==> src/rtl/dsp_cfg_pkg.sv <==
// Shared configuration definitions for the DSP slice input register stage.
// Holds the register-depth encodings, the serial chain length and the
// layout of the A/B configuration chain.
package dsp_cfg_pkg;

    // Length of the A/B input stage configuration chain.
    localparam int unsigned AB_CFG_BITS = 10;

    // Register-depth encodings for AREG/BREG. The fourth code is an alias of
    // depth two so that every 2-bit value has a defined meaning.
    typedef enum logic [1:0] {
        RegDepth0      = 2'd0,
        RegDepth1      = 2'd1,
        RegDepth2      = 2'd2,
        RegDepth2Alias = 2'd3
    } reg_depth_e;

    // Chain layout, LSB first. configuration_input enters at a_input and
    // configuration_output is taken from is_rstinmode_inverted.
    typedef struct packed {
        logic       is_rstinmode_inverted;  // bit 9
        logic       is_rstb_inverted;       // bit 8
        logic       is_rsta_inverted;       // bit 7
        logic       inmodereg;              // bit 6
        logic [1:0] breg;                   // bits 5:4
        logic [1:0] areg;                   // bits 3:2
        logic       b_input;                // bit 1
        logic       a_input;                // bit 0
    } ab_cfg_t;

    // True when the depth code selects the two-register path (2 or its alias).
    function automatic logic depth_uses_stage1(input logic [1:0] depth);
        return (depth == RegDepth2) || (depth == RegDepth2Alias);
    endfunction

    // True when the depth code bypasses both registers.
    function automatic logic depth_is_comb(input logic [1:0] depth);
        return depth == RegDepth0;
    endfunction

endpackage

==> src/rtl/operand_pipe.sv <==
// Two-register operand pipeline with programmable depth (0, 1 or 2).
// Provides the stage-1 and stage-2 taps used for the pre-adder operand
// select and the cascade output.
module operand_pipe
    import dsp_cfg_pkg::*;
#(
    parameter int unsigned WIDTH = 30
) (
    input  logic             clk,
    input  logic             rst_n,
    input  logic [WIDTH-1:0] din,
    input  logic [1:0]       depth,
    input  logic             ce1,
    input  logic             ce2,
    input  logic             sync_rst,
    output logic [WIDTH-1:0] stage1_path,
    output logic [WIDTH-1:0] stage2_path
);

    logic [WIDTH-1:0] reg1_q, reg1_d;
    logic [WIDTH-1:0] reg2_q, reg2_d;
    logic             two_deep;
    logic             comb_only;

    assign two_deep  = depth_uses_stage1(depth);
    assign comb_only = depth_is_comb(depth);

    // Next-state for both registers: sync reset beats the clock enable.
    always_comb begin
        reg1_d = reg1_q;
        reg2_d = reg2_q;
        if (sync_rst) begin
            reg1_d = '0;
            reg2_d = '0;
        end else begin
            if (ce1) begin
                reg1_d = din;
            end
            if (ce2) begin
                // In single-register mode the second register samples the input directly.
                reg2_d = two_deep ? reg1_q : din;
            end
        end
    end

    // Pipeline state, cleared asynchronously by rst_n.
    always_ff @(posedge clk or negedge rst_n) begin
        if (!rst_n) begin
            reg1_q <= '0;
            reg2_q <= '0;
        end else begin
            reg1_q <= reg1_d;
            reg2_q <= reg2_d;
        end
    end

    // Depth taps: stage 2 feeds the cascade, stage 1 is one register earlier.
    always_comb begin
        stage2_path = comb_only ? din : reg2_q;
        stage1_path = two_deep ? reg1_q : stage2_path;
    end

endmodule

==> src/rtl/ab_input_register_block.sv <==
// A/B operand input register stage of the DSP slice. Selects direct or
// cascade operands, runs the A and B pipelines and the INMODE register, and
// holds its static configuration in a serial shift chain.
module ab_input_register_block
    import dsp_cfg_pkg::*;
#(
    parameter bit input_freezed = 1'b0
) (
    input  logic        clk,
    input  logic        rst_n,
    input  logic [29:0] A,
    input  logic [29:0] ACIN,
    input  logic [17:0] B,
    input  logic [17:0] BCIN,
    input  logic        CEA1,
    input  logic        CEA2,
    input  logic        CEB1,
    input  logic        CEB2,
    input  logic        RSTA,
    input  logic        RSTB,
    input  logic [4:0]  INMODE,
    input  logic        CEINMODE,
    input  logic        RSTINMODE,
    output logic [26:0] A2A1,
    output logic [17:0] B2B1,
    output logic [29:0] ACOUT,
    output logic [17:0] BCOUT,
    output logic [4:0]  INMODE_OUT,
    input  logic        configuration_input,
    input  logic        configuration_enable,
    output logic        configuration_output
);

    // Configuration chain
    ab_cfg_t cfg_q, cfg_d;

    // Shift one bit per clock while enabled; otherwise hold.
    always_comb begin
        cfg_d = cfg_q;
        if (configuration_enable) begin
            cfg_d = ab_cfg_t'({cfg_q[AB_CFG_BITS-2:0], configuration_input});
        end
    end

    // Configuration storage, cleared by rst_n so a partial shift restarts from zero.
    always_ff @(posedge clk or negedge rst_n) begin
        if (!rst_n) begin
            cfg_q <= '0;
        end else begin
            cfg_q <= cfg_d;
        end
    end

    assign configuration_output = cfg_q.is_rstinmode_inverted;

    // Effective configuration
    logic [1:0] areg_eff;
    logic [1:0] breg_eff;
    logic       inmodereg_eff;

    // Freezing forces the fully registered paths regardless of the chain.
    always_comb begin
        if (input_freezed) begin
            areg_eff      = RegDepth2;
            breg_eff      = RegDepth2;
            inmodereg_eff = 1'b1;
        end else begin
            areg_eff      = cfg_q.areg;
            breg_eff      = cfg_q.breg;
            inmodereg_eff = cfg_q.inmodereg;
        end
    end

    // Input select and reset polarity
    logic [29:0] a_sel;
    logic [17:0] b_sel;
    logic        rsta_x;
    logic        rstb_x;
    logic        rstinmode_x;

    // Operand source and effective synchronous resets.
    always_comb begin
        a_sel       = cfg_q.a_input ? ACIN : A;
        b_sel       = cfg_q.b_input ? BCIN : B;
        rsta_x      = RSTA ^ cfg_q.is_rsta_inverted;
        rstb_x      = RSTB ^ cfg_q.is_rstb_inverted;
        rstinmode_x = RSTINMODE ^ cfg_q.is_rstinmode_inverted;
    end

    // Operand pipelines
    logic [29:0] a1_path;
    logic [29:0] a2_path;
    logic [17:0] b1_path;
    logic [17:0] b2_path;

    operand_pipe #(
        .WIDTH (30)
    ) u_a_pipe (
        .clk         (clk),
        .rst_n       (rst_n),
        .din         (a_sel),
        .depth       (areg_eff),
        .ce1         (CEA1),
        .ce2         (CEA2),
        .sync_rst    (rsta_x),
        .stage1_path (a1_path),
        .stage2_path (a2_path)
    );

    operand_pipe #(
        .WIDTH (18)
    ) u_b_pipe (
        .clk         (clk),
        .rst_n       (rst_n),
        .din         (b_sel),
        .depth       (breg_eff),
        .ce1         (CEB1),
        .ce2         (CEB2),
        .sync_rst    (rstb_x),
        .stage1_path (b1_path),
        .stage2_path (b2_path)
    );

    // INMODE register
    logic [4:0] inmode_q, inmode_d;

    // INMODE next state: sync reset beats the clock enable.
    always_comb begin
        inmode_d = inmode_q;
        if (rstinmode_x) begin
            inmode_d = '0;
        end else if (CEINMODE) begin
            inmode_d = INMODE;
        end
    end

    // INMODE storage.
    always_ff @(posedge clk or negedge rst_n) begin
        if (!rst_n) begin
            inmode_q <= '0;
        end else begin
            inmode_q <= inmode_d;
        end
    end

    // Outputs
    // Operand selection towards the pre-adder and the cascade outputs.
    always_comb begin
        INMODE_OUT = inmodereg_eff ? inmode_q : INMODE;
        A2A1       = INMODE_OUT[0] ? a1_path[26:0] : a2_path[26:0];
        B2B1       = INMODE_OUT[4] ? b1_path : b2_path;
        ACOUT      = a2_path;
        BCOUT      = b2_path;
    end

    // The top three stage-1 A bits never reach the pre-adder.
    logic unused_a1_msbs;
    assign unused_a1_msbs = ^a1_path[29:27];

endmodule

==> config.mk <==
export PLATFORM = sky130hd
export DESIGN_NAME = ab_input_register_block
export DESIGN_NICKNAME = d
export VERILOG_FILES = /design/src/rtl/dsp_cfg_pkg.sv /design/src/rtl/operand_pipe.sv /design/src/rtl/ab_input_register_block.sv
export SDC_FILE = /design/constraint.sdc
export NUM_CORES = 1
export LEC_CHECK = 0
export ABC_CLOCK_PERIOD_IN_PS = 2600
export BUFFER_PORTS_ARGS = -buffer_cell sky130_fd_sc_hd__buf_4
export CORE_MARGIN = 4
export CORE_UTILIZATION = 38
export DETAILED_ROUTE_END_ITERATION = 8
export MAX_ROUTING_LAYER = met4
export SETUP_SLACK_MARGIN = 0.15
export SLEW_MARGIN = 10
export SYNTH_ARGS = -nofsm -noshare
export SYNTH_HDL_FRONTEND = slang
export SYNTH_SLANG_ARGS = --single-unit
==> constraint.sdc <==
create_clock -name clk -period 2.6 [get_ports clk]
set_input_delay 0.26 -clock clk [delete_from_list [all_inputs] [get_ports clk]]
set_output_delay 0.26 -clock clk [all_outputs]
set_load 0.005 [all_outputs]
======== Word-level counts from Yosys, hierarchy flattened ========
Cells that the tools add are included.
operators by class
  add/subtract/negate cells ............... 0
  multiply operators ...................... 0
  divide/modulo/power cells ............... 0
  order comparisons ....................... 0
  equality and inequality tests ........... 4
  shift-type cells ........................ 0
  multiplexer cells ....................... 21
  bitwise logic cells ..................... 3
  reductions and logical operators ........ 9
operators with widths
  kind                                         count
  30-bit 2-to-1 mux                            7
  18-bit 2-to-1 mux                            9
  27-bit 2-to-1 mux                            2
  5-bit 2-to-1 mux                             3
  2-bit nonzero test                           5
  2-bit equality test (second input constant)  4
  2-bit zero test                              2
  1-bit XOR                                    3
  1-bit logical OR                             2
word-level totals
  register bits after elaboration ......... 111
  latch bits .............................. 0
  memory bits (writable) .................. 0
  memory bits (read-only) ................. 0
  input bits .............................. 113
  word-level logic and storage cells ...... 50
  memories ................................ 0

======== Longest topological paths before layout ========
Gate-level depths: netlist of the first run.
  depth in word-level cells ............... 5
  gate-level depth with buffers ........... 5
  mapped depth without buffers ............ 3

======== Cells and area by module ========
A second synthesis of the first run with hierarchy kept.
unflattened totals
  cell total of the unflattened synthesis .. 734
  area, all modules ....................... 7,758.7 um^2
by module, submodules not included
  module                   instances  cells each  area an instance (um^2)  seq. area each (um^2)
  operand_pipe (u_a_pipe)  1          366         3,726.1                  1,501.4
  operand_pipe (u_b_pipe)  1          218         2,229.6                  900.9
  ab_input_register_block  1          150         1,803.0                  375.4

======== Least setup slack after synthesis of the first run ========
Ideal clock, no wire load.
  path kind ............................... register to output
  start ................................... register cfg_q, in the netlist inmodereg_eff
  end ..................................... output port A2A1[10]
  arrival time ............................ 1.368 ns
  path slack .............................. 0.972 ns
  cell stages (with the launch flop) ...... 6
  path buffers ............................ 2
  cells stage by stage .................... dfrtp_1 buf_6 mux2_4 nand2_8 buf_12 mux2_4
on the way
  word-level cells in the longest chain between the ends .. 2
ends and longest elaborated chain
  what                      RTL line                        RTL
  start: declaration        ab_input_register_block.sv:35   ab_cfg_t cfg_q, cfg_d;
  start signal: assignment  ab_input_register_block.sv:50   cfg_q <= cfg_d;
  5-bit 2-to-1 mux          ab_input_register_block.sv:149  INMODE_OUT = inmodereg_eff ? inmode_q : INMODE;
  named net INMODE_OUT[0]   ab_input_register_block.sv:28   output logic [4:0] INMODE_OUT,
  27-bit 2-to-1 mux         ab_input_register_block.sv:150  A2A1 = INMODE_OUT[0] ? a1_path[26:0] : a2_path[26:0];
  end: declaration          ab_input_register_block.sv:24   output logic [26:0] A2A1,
The timed path passes the listed nets, and every way through them passes these cells.

======== Final worst setup path of the first run ========
  start ................................... register cfg_q, in the netlist areg_eff[1]
  end ..................................... output port A2A1[18]
on the way
  word-level cells in the longest chain between the ends .. 4
ends and longest elaborated chain
  what                                                    RTL line                               RTL
  2-bit zero test or 2-bit equality test (tied branches)  dsp_cfg_pkg.sv:38, dsp_cfg_pkg.sv:33
  30-bit 2-to-1 mux or 1-bit logical OR (tied branches)   operand_pipe.sv:59, dsp_cfg_pkg.sv:33
  27-bit 2-to-1 mux                                       operand_pipe.sv:60                     stage1_path = two_deep ? reg1_q : stage2_path;
  27-bit 2-to-1 mux *                                     ab_input_register_block.sv:150
Mark *: on every way between the ends. The rest lies on a longest branch, timed or not.

==> results.tsv, run 1 <==
metric	value	unit
synth_top_area_share	39.4	%
worstPathMaxFanout	60	
die_area	20800	um2
first_global_vias	6024	
synth-seq-cells	111	
yosysWarningCount	0	
ios	212	
worst_slack	0.262	ns
outcome	complete, no violations	
crit_chain	buf_4 > nand2_8 > mux2_4 > buf_4	
crit_path_start_kind	flop	
period_minus_slack	2.34	ns
fin_util	50.2	%
syn_nets	803	
end_kind	primary output	
stdcell_count	1097	
slew_headroom	50.9	%
fin_skew	0.0102	ns
drt_iter0_drc	271	
synthToLayoutAreaGrowth	28.8	%
yosys.area.top_type	dfrtp_1	
p_per_area	794	nW/um2
place_area	8700	um2
grt_first_pass_wirelength	31300	um
clock-sinks	111	
worst_pin_slew	0.736	ns
fill_cells	1692	
cts_tree	built	
initial_core_util	38.9	%
routed_wl	19900	um
rsz0062_at_grt	false	
slew_viol_final	0	
antenna_left	0	
regArea	2780	um2
core-area	18100	um2
seq_area_frac_synth	39.4	%
hold_violations	0	
swShare	32.8	%
routabilityCongestion	0.800	
syn_area	7040	um2
dp_slack	0.422	ns
die_y	144	um
multi_input_area	3920	um2
antenna_found_initial	0	
vdd_drop_max	0.000389	V
combPwrFrac	44.5	%
setup_violations	0	
post-route-period-util	89.9	%
worstPathArrival	2.08	ns
drv_cap	0	
clk_pin_slew	0.07	ns
clkPwrFrac	22.0	%
design_area	9070	um2
final_cell_mix	buf_4 (222), dfrtp_1 (109), a211oi_1 (94)	
hold_class	in2reg	
grt_max_degree	61	
power.total	7.21	mW
fp-row-count	49	
crit_top_cell	buf_4	
drc_errors	0	
port_buffers	211	
finalSetupTns	0	ns
grt-ovfl-total	0	
antenna_cells	0	
ys_top_cells_by_area	dfrtp_1 (39%), a211oi_1 (10%), nor2b_1 (7.9%)	
whs	0.148	ns
htree_levels	3	
insertion_delay	0.35	ns
mostFrequentLayoutCell	buf_4	
syn_avg_cell_area	10.2	um2
fmax	428	MHz
clk_path_buf_depth	2	
critPathMaxStageDelay	0.48	ns
viasPerCell	5.41	
vias	5932	
required	2.34	ns
syn_inst	690	
drive_gt1_share	39.4	%
internal_power	4.84	mW
drt-pass1-iter-count	4	
die-width	144	um
seq_power_share	33.5	%
wire_per_inst	18.1	um
grt_use_total	19.1	%
yosysUniqueCellTypes	28	
final_nets	976	
placed_cells	1078	
dp_hpwl	13300	um
power.switching	2.37	mW
slowest_stage	buf_4	
path_class	reg2out	
ctsRootBufferMaster	clkbuf_16	
leakage	4.36	nW
cts_buffers	9	
-- path summary, 6_finish.rpt --
kind                                       end           startpoint  slack [ns]  cells after the start
hold / removal                        cfg_q[0]  configuration_input        0.15                      2
setup reg to reg           u_a_pipe.reg2_q[19]          areg_eff[1]        0.72                      4
max in group asynchronous  u_b_pipe.reg2_q[10]                rst_n        1.37                      3
setup / recovery                      A2A1[18]          areg_eff[1]        0.26                      4
min in group asynchronous   u_a_pipe.reg1_q[1]                rst_n        0.50                      2
hold reg to reg             u_a_pipe.reg2_q[3]   u_a_pipe.reg2_q[3]        0.53                      2
-- per-layer routing --
layer / up-vias / GRT usage [%] / part of all wire, %
li1: 2825 / - / -
met1: 2877 / 25.2 / 46
met2: 208 / 30.3 / 46
met3: 22 / 3.27 / 6.8
met4: 0 / 5.60 / 1.5
met5: - / - / 0
-- flip-flops by register name (all words and copies together) (netlist names), 2 cells and up --
register         count
u_a_pipe.reg2_q     30
cfg_q                4
areg_eff             2
breg_eff             2
u_b_pipe.reg1_q     18
u_a_pipe.reg1_q     30
inmode_q             5
u_b_pipe.reg2_q     18
-- cell families (layout without fill, tap and decap cells) --
kind of cell	count (synthesis)	in the layout	synth area share, %
mux	111	111	18.7
flops	111	111	39.4
xor+xnor	3	3	0.373
simple gates	158	158	12.4
compound gates	239	239	23.7
buf+inv	68	246	5.45
-- Yosys cell counts --
library cell	instances
clkbuf_1	31
mux2_4	32
buf_12	3
nor2b_1	89
inv_1	1
buf_4	4
nand2_8	2
xor2_1	3
inv_2	3
mux2_2	26
o21ai_0	58
nand2_1	7
a211o_1	2
mux2i_2	3
buf_1	4
or2_1	2
mux2i_1	50
nor2_1	53
o21ba_1	15
a211oi_1	94
clkbuf_2	2
buf_2	14
buf_6	6
a21oi_1	2
dfrtp_1	111
o21ba_2	31
o21ai_1	37
and2b_1	5
-- timing repair --
item,CTS,global route
hold endpoints to repair,39,0
setup buffers,0,2
resized for setup,1,2
hold buffers,1,0
endpoints found under the setup margin,8,7
-- critical path: cells and delay by family, from the launching register on --
| family | cells | cell delay (ns) |
|---|---|---|
| buffers and inverters | 2 | 0.62 |
| DFF | 1 | 0.35 |
| muxes | 1 | 0.41 |
| and+or+nand+nor | 1 | 0.33 |
-- power groups by stage --
stage               sequential [mW]  combinational (mW)  clock [mW]
finish                         2.41                3.21        1.59
detailed placement             2.45                3.21           0
floorplan                      2.34                1.98           0
global placement               2.42                3.16           0
global route                   2.47                3.49        1.69
CTS                            2.42                3.23        1.64
-- layout make-up --
type	count	area share [%]
multi-input cells	511	43.2
flip-flops and latches	111	30.6
repair buffers	226	19.1
well taps	229	3.16
clock buffers	13	2.76
clock inverters	3	0.993
inverters	4	0.165
Note: power is estimated with default switching activity, not from simulation.
==> inputs of run 2 (changes only) <==
--- a/config.mk
+++ b/config.mk
@@ -5,7 +5,7 @@
 export SDC_FILE = /design/constraint.sdc
 export NUM_CORES = 1
 export LEC_CHECK = 0
-export ABC_CLOCK_PERIOD_IN_PS = 2600
+export ABC_CLOCK_PERIOD_IN_PS = 2300
 export BUFFER_PORTS_ARGS = -buffer_cell sky130_fd_sc_hd__buf_4
 export CORE_MARGIN = 4
 export CORE_UTILIZATION = 38
==> constraint.sdc (replaced) <==
create_clock -name clk -period 2.3 [get_ports clk]
set_input_delay 0.23 -clock clk [delete_from_list [all_inputs] [get_ports clk]]
set_output_delay 0.23 -clock clk [all_outputs]
set_load 0.005 [all_outputs]
==> run 2 against run 1 <==
Register-to-register slack got worse by 0.18 ns. Critical endpoint is now A2A1[9]. Cell area rose by 1.6%. Sequential share of layout area down 0.46 points. Clock skew down 0.0044 ns. Via count rose by 0.83%. Highest routed layer unchanged.
==> results.tsv, run 2 (synthesized netlist as in run 1, its figures left out) <==
metric	value	unit	change
outcome	complete, no violations		
drive_gt1_share	42.2	%	+2.8 points
grt_first_pass_wirelength	32600	um	+4.1%
routabilityCongestion	0.792		-0.99%
end_kind	primary output		
crit_path_start_kind	flop		
vdd_drop_max	0.000473	V	+21%
setup_violations	0		unchanged
cts_tree	built		
die_area	20800	um2	unchanged
initial_core_util	38.9	%	unchanged
drv_cap	0		unchanged
grt_max_degree	63		+3.3%
largestRegisters	u_a_pipe.reg1_q (30), u_a_pipe.reg2_q (30)		
post-route-period-util	92.5	%	
p_per_area	869	nW/um2	+9.4%
fill_cells	1682		-0.59%
clk_pin_slew	0.07	ns	about the same
min_path_cells	2		unchanged
mostFrequentLayoutCell	buf_4		
slew_viol_final	0		unchanged
drt_iter0_drc	270		-0.37%
core-area	18100	um2	unchanged
worst_pin_slew	0.674	ns	-0.0624 ns
hold_class	in2reg		
drc_errors	0		unchanged
final_nets	982		+0.61%
vias	5981		+0.83%
ctsRootBufferMaster	clkbuf_16		
power.total	8.01	mW	+11%
rsz0062_at_grt	true		
dp_hpwl	13600	um	+2.0%
clk_path_buf_depth	2		unchanged
antenna_found_initial	0		unchanged
insertion_delay	0.34	ns	about the same
slew_headroom	55.1	%	+4.2 points
finalSetupTns	0	ns	unchanged
grt_use_total	20.0	%	+0.93 points
htree_levels	3		unchanged
r2r_cells	4		unchanged
drt-pass1-iter-count	4		unchanged
final_cell_mix	buf_4 (223), dfrtp_1 (108), a211oi_1 (94)		
synthToLayoutAreaGrowth	30.9	%	
cts_buffers	9		unchanged
hold_violations	0		unchanged
antenna_left	0		unchanged
wire_per_inst	19.0	um	+4.8%
ios	212		unchanged
die_y	144	um	unchanged
whs	0.134	ns	-0.0132 ns
period_minus_slack	2.13	ns	
port_buffers	211		unchanged
fmax	470	MHz	
grt-ovfl-total	0		unchanged
viasPerCell	5.43		+0.46%
antenna_cells	0		unchanged
leakage	4.34	nW	-0.48%
fp-row-count	49		unchanged
clock-sinks	111		unchanged
required	2.07	ns	-0.27 ns
path_class	reg2out		
fin_skew	0.00582	ns	-0.00439 ns
die-width	144	um	unchanged
routed_wl	20900	um	+5.2%
worstPathArrival	1.90	ns	-0.18 ns
first_global_vias	6160		+2.3%
worstPathMaxFanout	24		-60%
==> run 2: changes by cell type in the layout (fill, tap and decap cells not counted), sizes merged <==
| cell | change |
|---|---|
| bufinv | -3 |
| nand2 | +3 |
| clkinv | +1 |
| buf | +3 |
==> run 2: what timing repair did <==
item                                    CTS  global route
cloned                                    2             1
hold endpoints to repair                 34             0
hold buffers                              1             0
resized for setup                         8            30
endpoints found under the setup margin   45            35
setup buffers                             3             0
==> run 2: area by class of cell <==
cell class	instances	area [um2]	share of cell area, %
clock inverters	1	5.00	0.0543
inverters	4	15.0	0.163
repair buffers	229	1780	19.3
well taps	229	287	3.11
flip-flops and latches	111	2780	30.2
multi-input cells	514	4090	44.4
clock buffers	13	260	2.82
==> run 2: worst max-delay path, cell delays in order, from the launching register on <==
cell	delay (ns)
dfrtp_2	0.40
buf_12	0.22
mux2i_1	0.38
o21ai_1	0.14
mux2_4	0.27
buf_4	0.13
==> run 2: layer usage <==
layer  part of all wire, %  global-route usage (%)  up-vias  wire length [um]
li1                      -                       -     2841                 -
met1                    45                    27.0     2937              9490
met2                    48                    32.6      192             10100
met3                   5.5                    2.58       11              1150
met4                  0.80                    4.22        0               167
met5                     0                       -        -                 0
==> run 2: power by group <==
| group | internal, mW | leakage (nW) | total [mW] | switching (mW) |
|---|---|---|---|---|
| clock network | 0.783 | 0.132 | 1.47 | 0.687 |
| logic | 2.05 | 2.76 | 3.81 | 1.76 |
| registers | 2.41 | 1.45 | 2.74 | 0.322 |
| total | 5.25 | 4.34 | 8.01 | 2.77 |
==> run 2: path summary, 6_finish.rpt <==
kind                                          start  slack (ns)            endpoint
worst max-delay path                       cfg_q[0]        0.17             A2A1[9]
worst min-delay path            configuration_input        0.13            cfg_q[0]
worst max register to register          areg_eff[1]        0.54  u_a_pipe.reg2_q[0]
worst min register to register          inmode_q[0]        0.53         inmode_q[0]
max in group asynchronous                     rst_n        1.28  u_a_pipe.reg1_q[0]
min in group asynchronous                     rst_n        0.40  u_a_pipe.reg1_q[8]
==> run 2: per-stage QoR <==
step / std cells / setup WS, ns / area [um2] / util [%]
2_1_floorplan: 690 / 0.702 / 7040 / -
3_3_place_gp: 1080 / 0.397 / 8730 / 48.3
3_5_place_dp: 1080 / 0.306 / 8730 / 48.3
4_1_cts: 1100 / 0.137 / 9080 / 50.2
5_1_grt: 1101 / 0.0934 / 9220 / 51.0
6_report: 1101 / 0.172 / 9220 / 51.0
==> inputs of run 3 (changes only) <==
--- a/config.mk
+++ b/config.mk
@@ -5,7 +5,7 @@
 export SDC_FILE = /design/constraint.sdc
 export NUM_CORES = 1
 export LEC_CHECK = 0
-export ABC_CLOCK_PERIOD_IN_PS = 2300
+export ABC_CLOCK_PERIOD_IN_PS = 1800
 export BUFFER_PORTS_ARGS = -buffer_cell sky130_fd_sc_hd__buf_4
 export CORE_MARGIN = 4
 export CORE_UTILIZATION = 38
==> constraint.sdc (replaced) <==
create_clock -name clk -period 1.8 [get_ports clk]
set_input_delay 0.18 -clock clk [delete_from_list [all_inputs] [get_ports clk]]
set_output_delay 0.18 -clock clk [all_outputs]
set_load 0.005 [all_outputs]
==> run 3 against run 2 <==
The run now ends with negative setup slack left. Register-to-register slack worse by 0.36 ns. Setup slack worse by 0.41 ns. Sequential share of layout area shrank 5.3 points. Combinational power up 75%. Cell area up 21%. Sequential power grew 29%. Wire length increased by 14%. Largest cell class unchanged. Die area unchanged.
==> results.tsv, run 3 (synthesized netlist as in run 1, its figures left out) <==
metric	value	unit	change
outcome	complete, but fails checks		
violations	negative setup slack		
design_area	11200	um2	+21%
die_area	20800	um2	unchanged
grt-ovfl-total	0		unchanged
fmax	491	MHz	
clock-sinks	111		unchanged
antenna_found_initial	0		unchanged
htree_levels	3		unchanged
required	1.62	ns	-0.45 ns
fp-row-count	49		unchanged
whs	0.0594	ns	-0.0750 ns
drt_iter0_drc	301		+11%
hold_path.startpoint	configuration_input		
crit_chain	buf_12 > mux2i_4 > o21ai_4 > mux2_4 > buf_6		
worstPathArrival	1.86	ns	-0.04 ns
path_class	reg2out		
r2r_cells	7		+3
end_kind	primary output		
slew_headroom	56.1	%	+1.0 points
ctsRootBufferMaster	clkbuf_16		
post-route-period-util	113	%	
clk_pin_slew	0.07	ns	about the same
hold_class	in2reg		
period_minus_slack	2.04	ns	
setup_violations	60		+60
seq_power_share	28.4	%	-5.7 points
wire_per_inst	20.5	um	+8.3%
worstPathMaxFanout	12		-50%
viasPerCell	5.52		+1.6%
routabilityCongestion	0.802		+1.3%
rsz0062_at_grt	true		
clk_path_buf_depth	2		unchanged
p_per_area	1110	nW/um2	+28%
drv_cap	0		unchanged
internal_power	8.07	mW	+54%
combPwrFrac	53.7	%	+6.2 points
cts_buffers	9		unchanged
rr_startpoint	cfg_q[0]		
rrSetupSlack	0.18	ns	-0.36 ns
first_global_vias	6541		+6.2%
critPathMaxStageDelay	0.44	ns	+0.04 ns
worst_slack	-0.236	ns	-0.409 ns
vias	6423		+7.4%
r2r_end	u_a_pipe.reg2_q[28]		
min_path_cells	2		unchanged
core-area	18100	um2	unchanged
grt_max_degree	61		-3.2%
slowest_stage	dfrtp_2		
initial_core_util	38.9	%	unchanged
whs_endpoint	cfg_q[0]		
routed_wl	23900	um	+14%
port_buffers	211		unchanged
leakage	4.99	nW	+15%
grt_first_pass_wirelength	35300	um	+8.2%
fill_cells	1391		-17%
swShare	35.0	%	+0.47 points
hold_violations	0		unchanged
clkPwrFrac	17.9	%	-0.4 points
antenna_cells	0		unchanged
vdd_drop_max	0.000610	V	+29%
final_nets	1043		+6.2%
largestRegisters	u_a_pipe.reg1_q (30), u_a_pipe.reg2_q (30)		
crit_path_start_kind	flop		
place_area	9000	um2	+3.1%
dp_hpwl	13800	um	+1.6%
slew_viol_final	0		unchanged
finalSetupTns	-9.58	ns	-9.58 ns
mostFrequentLayoutCell	buf_4		
power.switching	4.35	mW	+57%
drive_gt1_share	54.5	%	+12 points
drc_errors	0		unchanged
grt_use_total	22.1	%	+2.1 points
drt-pass1-iter-count	4		unchanged
fin_skew	0.00554	ns	-0.000280 ns
antenna_left	0		unchanged
die_y	144	um	unchanged
cts_tree	built		
synthToLayoutAreaGrowth	58.6	%	
die-width	144	um	unchanged
insertion_delay	0.35	ns	about the same
worst_pin_slew	0.658	ns	-0.0153 ns
final_cell_mix	buf_4 (193), dfrtp_1 (107), a211oi_1 (90)		
ios	212		unchanged
-- run 3: per-stage QoR --
stage	power [mW]	setup slack (ns)	cells	util, %
2_1_floorplan	6.24	0.252	690	-
3_3_place_gp	8.23	0.0735	1109	49.7
3_5_place_dp	8.36	0.0357	1109	49.7
4_1_cts	11.7	-0.245	1146	57.6
5_1_grt	13.1	-0.282	1164	61.8
6_report	12.4	-0.236	1164	61.8
-- run 3: critical path, delay by kind of cell, from the launching register on --
kind	cells	cell delay (ns)
AOI/OAI and AO/OA	1	0.09
buffers and inverters	2	0.34
muxes	2	0.60
DFF	1	0.44
-- run 3: timing repair --
item,in CTS,in global routing
endpoints found under the setup margin,93,96
buffers inserted,10,12
pin swaps,11,15
hold endpoints to repair,31,0
resized for setup,198,110
gates cloned,10,6
hold buffers,1,0
-- run 3: final cells by class --
cell class | count | area, um2 | area share, %
Clock buffer | 10 | 229 | 2.05
Clock inverter | 6 | 93.8 | 0.840
Inverter | 4 | 15.0 | 0.134
Multi-Input combinational cell | 517 | 5020 | 44.9
Sequential cell | 111 | 2780 | 24.9
Tap cell | 229 | 287 | 2.57
Timing Repair Buffer | 287 | 2740 | 24.6
-- run 3: routing by layer --
metal,track usage (%),routed length (um),vias up
met5,-,0,-
met4,6.77,315,0
met3,3.41,1420,22
met2,37.0,12200,234
met1,27.8,10000,3175
li1,-,-,2992
-- run 3: worst max path at each step --
stage	from	to	slack, ns	cells past startpoint
finish	cfg_q[0]	A2A1[23]	-0.24	5
CTS	inmodereg_eff	A2A1[24]	-0.24	4
global route	cfg_q[0]	A2A1[0]	-0.28	6
floorplan	inmodereg_eff	A2A1[10]	0.25	5
global placement	inmodereg_eff	A2A1[26]	0.07	4
detailed placement	inmodereg_eff	A2A1[0]	0.04	4
-- run 3: power by group through the flow --
stage	clock network, mW	logic, mW	registers, mW
CTS	2.25	5.98	3.50
finish	2.22	6.66	3.53
floorplan	0	2.86	3.38
global route	2.36	7.11	3.59
detailed placement	0	4.82	3.54
global placement	0	4.72	3.50
